**config.mk**
```make
export PLATFORM = sky130hd
export DESIGN_NAME = rtc_bus_responder
export DESIGN_NICKNAME = d
export VERILOG_FILES = /design/src/rtl/rtc_bus_responder.sv
export SDC_FILE = /design/constraint.sdc
export NUM_CORES = 1
export LEC_CHECK = 0
export ABC_AREA = 1
export CORE_AREA = 2 2 198 200
export DETAILED_ROUTE_END_ITERATION = 10
export DIE_AREA = 0 0 200 202
export PLACE_DENSITY = 0.53
export SYNTH_ARGS = -nofsm -noshare
export SYNTH_HDL_FRONTEND = slang
export SYNTH_SLANG_ARGS = --single-unit
export TNS_END_PERCENT = 100
```
**constraint.sdc**
```tcl
create_clock -name clk -period 4.7 [get_ports clk]
set_input_delay 0.94 -clock clk [delete_from_list [all_inputs] [get_ports clk]]
set_output_delay 0.94 -clock clk [all_outputs]
set_load 0.02 [all_outputs]
```
**src/rtl/rtc_bus_responder.sv**
```systemverilog
// Responder for the multiplexed address/data strobe bus. It holds a bank of
// 2**ADDR_W registers (RTC time/control style), decodes address-write,
// data-write and data-read cycles from the bus master, and returns read data.
// A host port lets local logic (for example a time-tick counter) update registers.
//
// Ports:
//   clk, reset_n          clock, asynchronous active-low reset
//   cs_n, rd_n, wr_n      bus chip select and strobes, active low
//   ad_n                  phase select: 0 = address, 1 = data
//   ad_in                 AD bus input
//   ad_out, ad_oe         read data and output enable; the tristate is built at the top level
//   host_we/addr/wdata    single-cycle host register write
//   host_rdata            combinational read of reg[host_addr]
//   addr_q                currently latched bus address
//   wr_pulse              one-cycle pulse on each committed bus data write
//   proto_err             sticky protocol-violation flag (RESP_PROTOCOL_CHECK_EN only)
//
// Build option: define RESP_PROTOCOL_CHECK_EN to add proto_err and its checker.
module rtc_bus_responder #(
  parameter int unsigned DATA_W      = 8,
  parameter int unsigned ADDR_W      = 4,
  parameter int unsigned SYNC_STAGES = 2
) (
  input  logic              clk,
  input  logic              reset_n,
  input  logic              cs_n,
  input  logic              rd_n,
  input  logic              wr_n,
  input  logic              ad_n,
  input  logic [DATA_W-1:0] ad_in,
  output logic [DATA_W-1:0] ad_out,
  output logic              ad_oe,
  input  logic              host_we,
  input  logic [ADDR_W-1:0] host_addr,
  input  logic [DATA_W-1:0] host_wdata,
  output logic [DATA_W-1:0] host_rdata,
  output logic [ADDR_W-1:0] addr_q,
`ifdef RESP_PROTOCOL_CHECK_EN
  output logic              proto_err,
`endif
  output logic              wr_pulse
);

  localparam int unsigned Depth = 2 ** ADDR_W;

  typedef enum logic [1:0] {StIdle, StAddrWr, StDataWr, StDataRd} state_e;

  // Input synchronizers: strobes idle high, data idles low.
  logic [SYNC_STAGES-1:0] cs_sync_q, rd_sync_q, wr_sync_q, ad_sync_q;
  logic [DATA_W-1:0]      data_sync_q [SYNC_STAGES];

  always_ff @(posedge clk or negedge reset_n) begin
    if (!reset_n) begin
      cs_sync_q <= '1;
      rd_sync_q <= '1;
      wr_sync_q <= '1;
      ad_sync_q <= '1;
      for (int i = 0; i < SYNC_STAGES; i++) data_sync_q[i] <= '0;
    end else begin
      cs_sync_q      <= {cs_sync_q[SYNC_STAGES-2:0], cs_n};
      rd_sync_q      <= {rd_sync_q[SYNC_STAGES-2:0], rd_n};
      wr_sync_q      <= {wr_sync_q[SYNC_STAGES-2:0], wr_n};
      ad_sync_q      <= {ad_sync_q[SYNC_STAGES-2:0], ad_n};
      data_sync_q[0] <= ad_in;
      for (int i = 1; i < SYNC_STAGES; i++) data_sync_q[i] <= data_sync_q[i-1];
    end
  end

  logic              cs_s, rd_s, wr_s, ad_s;
  logic [DATA_W-1:0] ad_s_data;
  assign cs_s      = cs_sync_q[SYNC_STAGES-1];
  assign rd_s      = rd_sync_q[SYNC_STAGES-1];
  assign wr_s      = wr_sync_q[SYNC_STAGES-1];
  assign ad_s      = ad_sync_q[SYNC_STAGES-1];
  assign ad_s_data = data_sync_q[SYNC_STAGES-1];

  state_e            state_q, state_d;
  logic [DATA_W-1:0] shadow_q, shadow_d;
  logic [ADDR_W-1:0] addr_d;
  logic [DATA_W-1:0] ad_out_d;
  logic              ad_oe_d;
  logic              bus_we;
  logic              wr_exit, rd_exit;
  logic [DATA_W-1:0] regs_q [Depth];

  assign wr_exit    = wr_s | cs_s;
  assign rd_exit    = rd_s | cs_s;
  assign host_rdata = regs_q[host_addr];

  always_comb begin
    state_d  = state_q;
    shadow_d = shadow_q;
    addr_d   = addr_q;
    ad_out_d = ad_out;
    ad_oe_d  = ad_oe;
    bus_we   = 1'b0;
    unique case (state_q)
      StIdle: begin
        if (!cs_s) begin
          if (!rd_s && !wr_s) begin
            // Both strobes low is illegal: ignore.
          end else if (!wr_s) begin
            state_d  = ad_s ? StDataWr : StAddrWr;
            shadow_d = ad_s_data;
          end else if (!rd_s && ad_s) begin
            // Snapshot read data on entry; later register changes do not leak out.
            state_d  = StDataRd;
            ad_out_d = regs_q[addr_q];
            ad_oe_d  = 1'b1;
          end
        end
      end
      StAddrWr: begin
        if (wr_exit) begin
          addr_d  = shadow_q[ADDR_W-1:0];
          state_d = StIdle;
        end else begin
          shadow_d = ad_s_data;
        end
      end
      StDataWr: begin
        if (wr_exit) begin
          bus_we  = 1'b1;
          state_d = StIdle;
        end else begin
          shadow_d = ad_s_data;
        end
      end
      StDataRd: begin
        if (rd_exit) begin
          ad_oe_d = 1'b0;
          state_d = StIdle;
        end
      end
      default: state_d = StIdle;
    endcase
  end

  always_ff @(posedge clk or negedge reset_n) begin
    if (!reset_n) begin
      state_q  <= StIdle;
      shadow_q <= '0;
      addr_q   <= '0;
      ad_out   <= '0;
      ad_oe    <= 1'b0;
      wr_pulse <= 1'b0;
    end else begin
      state_q  <= state_d;
      shadow_q <= shadow_d;
      addr_q   <= addr_d;
      ad_out   <= ad_out_d;
      ad_oe    <= ad_oe_d;
      wr_pulse <= bus_we;
    end
  end

  // Register bank: a bus commit beats a host write to the same index.
  always_ff @(posedge clk or negedge reset_n) begin
    if (!reset_n) begin
      for (int i = 0; i < Depth; i++) regs_q[i] <= '0;
    end else begin
      if (host_we && !(bus_we && (host_addr == addr_q))) regs_q[host_addr] <= host_wdata;
      if (bus_we) regs_q[addr_q] <= shadow_q;
    end
  end

`ifdef RESP_PROTOCOL_CHECK_EN
  logic proto_viol;

  // Phase changes are only flagged while the cycle is still active, so a phase
  // change coincident with strobe release is legal.
  always_comb begin
    proto_viol = (!rd_s && !wr_s) || (cs_s && (!rd_s || !wr_s));
    unique case (state_q)
      StAddrWr: if (!wr_exit && ad_s)  proto_viol = 1'b1;
      StDataWr: if (!wr_exit && !ad_s) proto_viol = 1'b1;
      StDataRd: if (!rd_exit && !ad_s) proto_viol = 1'b1;
      default:  ;
    endcase
  end

  always_ff @(posedge clk or negedge reset_n) begin
    if (!reset_n) proto_err <= 1'b0;
    else if (proto_viol) proto_err <= 1'b1;
  end
`endif

endmodule

```
# --- Word level (Yosys, flattened, before mapping) ---
# Cells that the tools add are included.
classes:
  order_cmp: 4
  eq_ne: 13
  mux: 35
  bitwise_logic: 6
  n_reduce_logical: 18
ops:
  columns: ["op", "count"]
  rows:
  - ["$bwmux W128", 2]
  - ["$mux W128", 2]
  - ["$mux W8", 10]
  - ["$bmux W8 S4", 2]
  - ["$demux W8 S4", 2]
  - ["$pmux W8 S2", 1]
  - ["$reduce_and A5 Y1", 3]
  - ["$mux W2", 7]
  - ["$ne A2 B2 Y1 const B", 7]
  - ["$ge A5 B5 Y1 const B", 2]
  - ["$lt A5 B1 Y1 const B", 2]
  - ["$not A4 Y5", 2]
  - ["$mux W1", 7]
  - ["$logic_and A1 B1 Y1", 6]
  - ["$pmux W2 S3", 1]
  - ["$reduce_and A6 Y1", 1]
  - ["$eq A2 B2 Y1 const B", 2]
  - ["$eq A4 B4 Y1", 1]
  - ["$reduce_bool A2 Y1", 2]
  - ["$logic_not A1 Y1", 3]
  - ["$ne A3 B3 Y1 const B", 1]
  - ["$eq A2 B1 Y1 const B", 1]
  - ["$logic_not A2 Y1", 1]
  - ["$ne A2 B1 Y1 const B", 1]
  - ["5 further kinds", 7]
totals:
  ff_bits: 176
  in_bits: 27
  output_inout_bits: 22

# --- Longest topological paths before layout ---
logic_depth:
  ltp_word: 9
  depth_mapped: 12
  depth_no_buf: 10

# --- Worst setup path after synthesis ---
# No wires, ideal clock.
synth_timing:
  path_kind: "input to output"
  from: "input port host_addr[1]"
  to: "output port host_rdata[1]"
  arrival_time_ns: 1.906
  required_ns: 3.760
  path_slack_ns: 1.854
  path_stages: 6
  path_buffers: 1
  cell_sequence: "nor2_2 clkbuf_1 a22oi_1 nand2_1 nand2_1 nand4_1"
synth_via:
  elab_chain_len: 4
synth_lines:
  columns: ["element", "line", "text"]
  rows:
  - ["start, declared", "34", "input logic [ADDR_W-1:0] host_addr,"]
  - ["$not A4 Y5 (implied by the code)", "88", "assign host_rdata = regs_q[host_addr];"]
  - ["$bmux W8 S4", "88", null]
  - ["$mux W8 (implied by the code) (2 in a row)", "88", null]
  - ["end, declared", "36", "output logic [DATA_W-1:0] host_rdata,"]
# Every way passes these cells. The select of a mux whose other input is x is not followed.

# --- Final worst setup path ---
layout_timing:
  from: "input port host_addr[0]"
  to: "output port host_rdata[1]"
# The elaborated chain is that of the path after synthesis.

==> flow_metrics.py <==
metrics = {
    "cells_and_area": {
        "finalNonFillerCells": 2198,
        "fillerInstances": 4109,
        "finalNetCount": 1699,
        "insertedDiodeCount": 0,
        "drive_above_1_share_pct": 7.024,
        "sequential_cell_area_sq_um": 4414,
        "area_of_the_multi_input_gates_sq_um": 5867,
        "area.growth.synth_to_final_pct": 12.76,
        "mostFrequentLayoutCell": "nand2_1",
        "mostFrequentLayoutCells": "nand2_1 (500), nor2_1 (285), dfrtp_1 (168)",
    },
    "synth": {
        "post-synth-top-area-cell": "dfrtp_1",
        "postSynth.asyncResetShare_pct": 100.0,
        "ys.warnings.count": 0,
        "synthesis_stage_register_bit_count": 176,
        "cell_area_synth_sq_um": 11390,
        "synthesis.area_per_instance_sq_um": 6.777,
        "count_of_flip_flops_with_a_built_in_enable_after_synthesis": 0,
        "postSynthCellCount": 1680,
        "post_synth_main_area_contributors": "dfrtp_1 (37%), nand2_1 (16%), nor2_1 (9.5%)",
        "synth_cell_types": 32,
        "yosys.area.top_type_share_pct": 36.92,
        "synth_sequential_area_ratio_pct": 38.77,
        "synth.net_count": 1712,
        "dominantRegCellSynth": "dfrtp_1",
    },
    "pwr": {
        "vdd.ir_drop.worst_uv": 237.8,
        "switching_power_w": 0.003592,
        "power_share_of_the_sequential_group_pct": 44.8,
        "comb_power_share_pct": 35.4,
        "leakage_power_summed_over_all_cells_nw": 6.344,
        "power.switching_fraction_pct": 46.99,
        "clock_power_share_pct": 19.8,
        "total_power_w": 0.007643,
        "internal_power_w": 0.004051,
        "power_density_nw_per_um2": 595.3,
    },
    "clocking": {
        "tritoncts": "done",
        "clockRootBuffer": "clkbuf_16",
        "cts.reportedPaths.clkPinSlew_ns": 0.08,
        "cts_hold_buf": 0,
        "total_setup_buffers_inserted_after_cts": 0,
        "cts_htree_levels": 4,
        "cts.path.max_buffers": 2,
        "clock_sink_count": 176,
        "clock_latency_ns": 0.47,
        "ctsResizeCount": 0,
        "cts_made_buffers": 17,
    },
    "floorplan": {
        "core_area_sq_um": 38290,
        "dieHeight_um": 202,
        "initial_core_util_pct": 29.74,
        "ios": 49,
        "die-width_um": 200,
        "placementRows": 72,
        "design.die.area_sq_um": 40400,
    },
    "timing": {
        "drv_slew": 0,
        "final_hold_viol_count": 0,
        "period_share_pct": 89.46,
        "worst-slew-pin-transition_ns": 1.252,
        "achievable-frequency_mhz": 237.8,
        "setup_repair_after_global_routing_missed_its_margin": "false",
        "final.setup.tns_ns": 0,
        "fin_hold_ws_ns": 0.3511,
        "max_slew_margin_pct": 16.53,
        "setup_viol_count_final": 0,
        "timing.clock.skew_ns": 0.01496,
        "period_minus_ws_final_ns": 4.204,
        "finalWorstSetupSlack_ns": 0.4956,
    },
    "place": {
        "place_ws_ns": 0.5279,
        "dpl.hpwl_mm": 28.87,
        "placement.io_buffers": 48,
        "gpl.final_weighted_congestion": 0.9464,
        "dpl.cell_count": 2166,
    },
    "setup_path": {
        "cp-start-kind": "primary input",
        "worstRegToRegCells": 8,
        "worstPathArrival_ns": 3.26,
        "worstPathMaxFanout": 36,
        "crit_type": "in -> out",
        "crit_path_end_kind": "primary output",
        "worst-endpoint-required_ns": 3.76,
    },
    "global_route": {
        "grt-busiest-layer": "met2",
        "grt_max_degree": 95,
        "grtUsageMet1_pct": 30.42,
        "grt_first_pass_wirelength_mm": 66.33,
        "via_count_of_the_first_global_routing_pass": 10470,
        "globalRouteTotalUtil_pct": 22.17,
        "globalRoute.totalOverflow": 0,
        "antenna_found_initial": 0,
        "global_route_track_usage_on_met2_pct": 33.40,
        "grt_util_met3_pct": 4.689,
    },
    "drt": {
        "dr_total_vias": 11460,
        "route.detailed.drc": 0,
        "viasPerCell": 5.212,
        "drt-total-wl_mm": 44.02,
        "drt_first_pass_iters": 6,
        "antenna_violating_nets_post_route": 0,
        "route.detailed.wl_per_inst_um": 20.03,
        "initialDrtViolationCount": 1456,
    },
    "run_status": {
        "run_status": "complete, no violations",
    },
    "job": {
        "drv_cap": 0,
    },
    "min_path": {
        "holdCritPathClass": "reg -> reg",
        "hold-path-cell-count": 0,
    },
}
-- worst max-delay path, stage by stage --
cell             delay, ns
clkdlybuf4s50_1       0.58
inv_1                 0.10
nor2_2                0.09
buf_4                 0.39
a22oi_1               0.15
nand2_1               0.10
nand2_1               0.05
nand4_1               0.19
clkdlybuf4s50_1       0.65
-- path summary, 6_finish.rpt --
check | from | slack [ns] | endpoint
min reg2reg | data_sync_q[9] | 0.35 | ad_s_data[1]
max in group asynchronous | reset_n | 3.14 | regs_q[56]
max | host_addr[0] | 0.50 | host_rdata[1]
min | data_sync_q[9] | 0.35 | ad_s_data[1]
min in group asynchronous | reset_n | 0.55 | regs_q[125]
max reg2reg | state_q[0] | 2.10 | regs_q[126]
-- registers in the layout, summed over array words and instances (netlist names) --
name         count
ad_oe            1
ad_out           8
ad_s_data        8
ad_sync_q        2
addr_q           4
cs_sync_q        2
data_sync_q      8
rd_sync_q        2
regs_q         128
shadow_q         8
state_q          2
wr_pulse         1
wr_sync_q        2
-- cells in the mapped netlist, types with 5 or more instances --
library cell / instances
a21oi_1: 132
a22oi_1: 96
buf_1: 15
buf_2: 24
buf_6: 6
clkbuf_1: 58
dfrtp_1: 168
dfstp_2: 8
ha_1: 5
inv_1: 157
inv_2: 5
mux2_2: 7
nand2_1: 500
nand3_1: 136
nand3b_4: 15
nand4_1: 24
nor2_1: 288
o21ai_0: 8
or2_2: 9
-- layout make-up --
type	instances	share of cell area, %
inverters	162	4.736
clock inverters	14	1.247
well taps	518	5.048
flip-flops and latches	176	34.38
multi-input cells	1236	45.70
clock buffers	18	3.421
repair buffers	74	5.467
-- through the flow --
stage	utilization, %	cell area [sq um]
2_1_floorplan	-	11390
3_3_place_gp	31.97	12240
3_5_place_dp	31.97	12240
4_1_cts	33.53	12840
5_1_grt	33.53	12840
6_report	33.53	12840
-- logic make-up (layout without fill, tap and decap cells) --
family | after synthesis | count (layout) | synth area share, %
AOI/OAI and AO/OA | 241 | 241 | 12.92
xor gates and xnor gates | 1 | 1 | 0.07694
adders and majority gates | 5 | 5 | 0.5495
buffers and inverters | 268 | 268 | 9.835
DFF | 176 | 176 | 38.77
muxes | 7 | 7 | 0.6923
and+or+nand+nor | 982 | 982 | 37.15
-- power groups by stage --
stage / registers (W) / logic [W] / clock network (W)
6_report: 0.00343 / 0.00271 / 0.00151
3_5_place_dp: 0.00339 / 0.00269 / 0
3_3_place_gp: 0.00343 / 0.00264 / 0
4_1_cts: 0.00338 / 0.00270 / 0.00153
2_1_floorplan: 0.00269 / 0.00197 / 0
5_1_grt: 0.00345 / 0.00301 / 0.00160
-- metal layers --
metal  vias up  wire, um
met4         0      1706
met1      5481     18630
li1       5353         -
met2       531     19680
met5         -         0
met3        90      3997
Power figures use the tool's default switching activity.
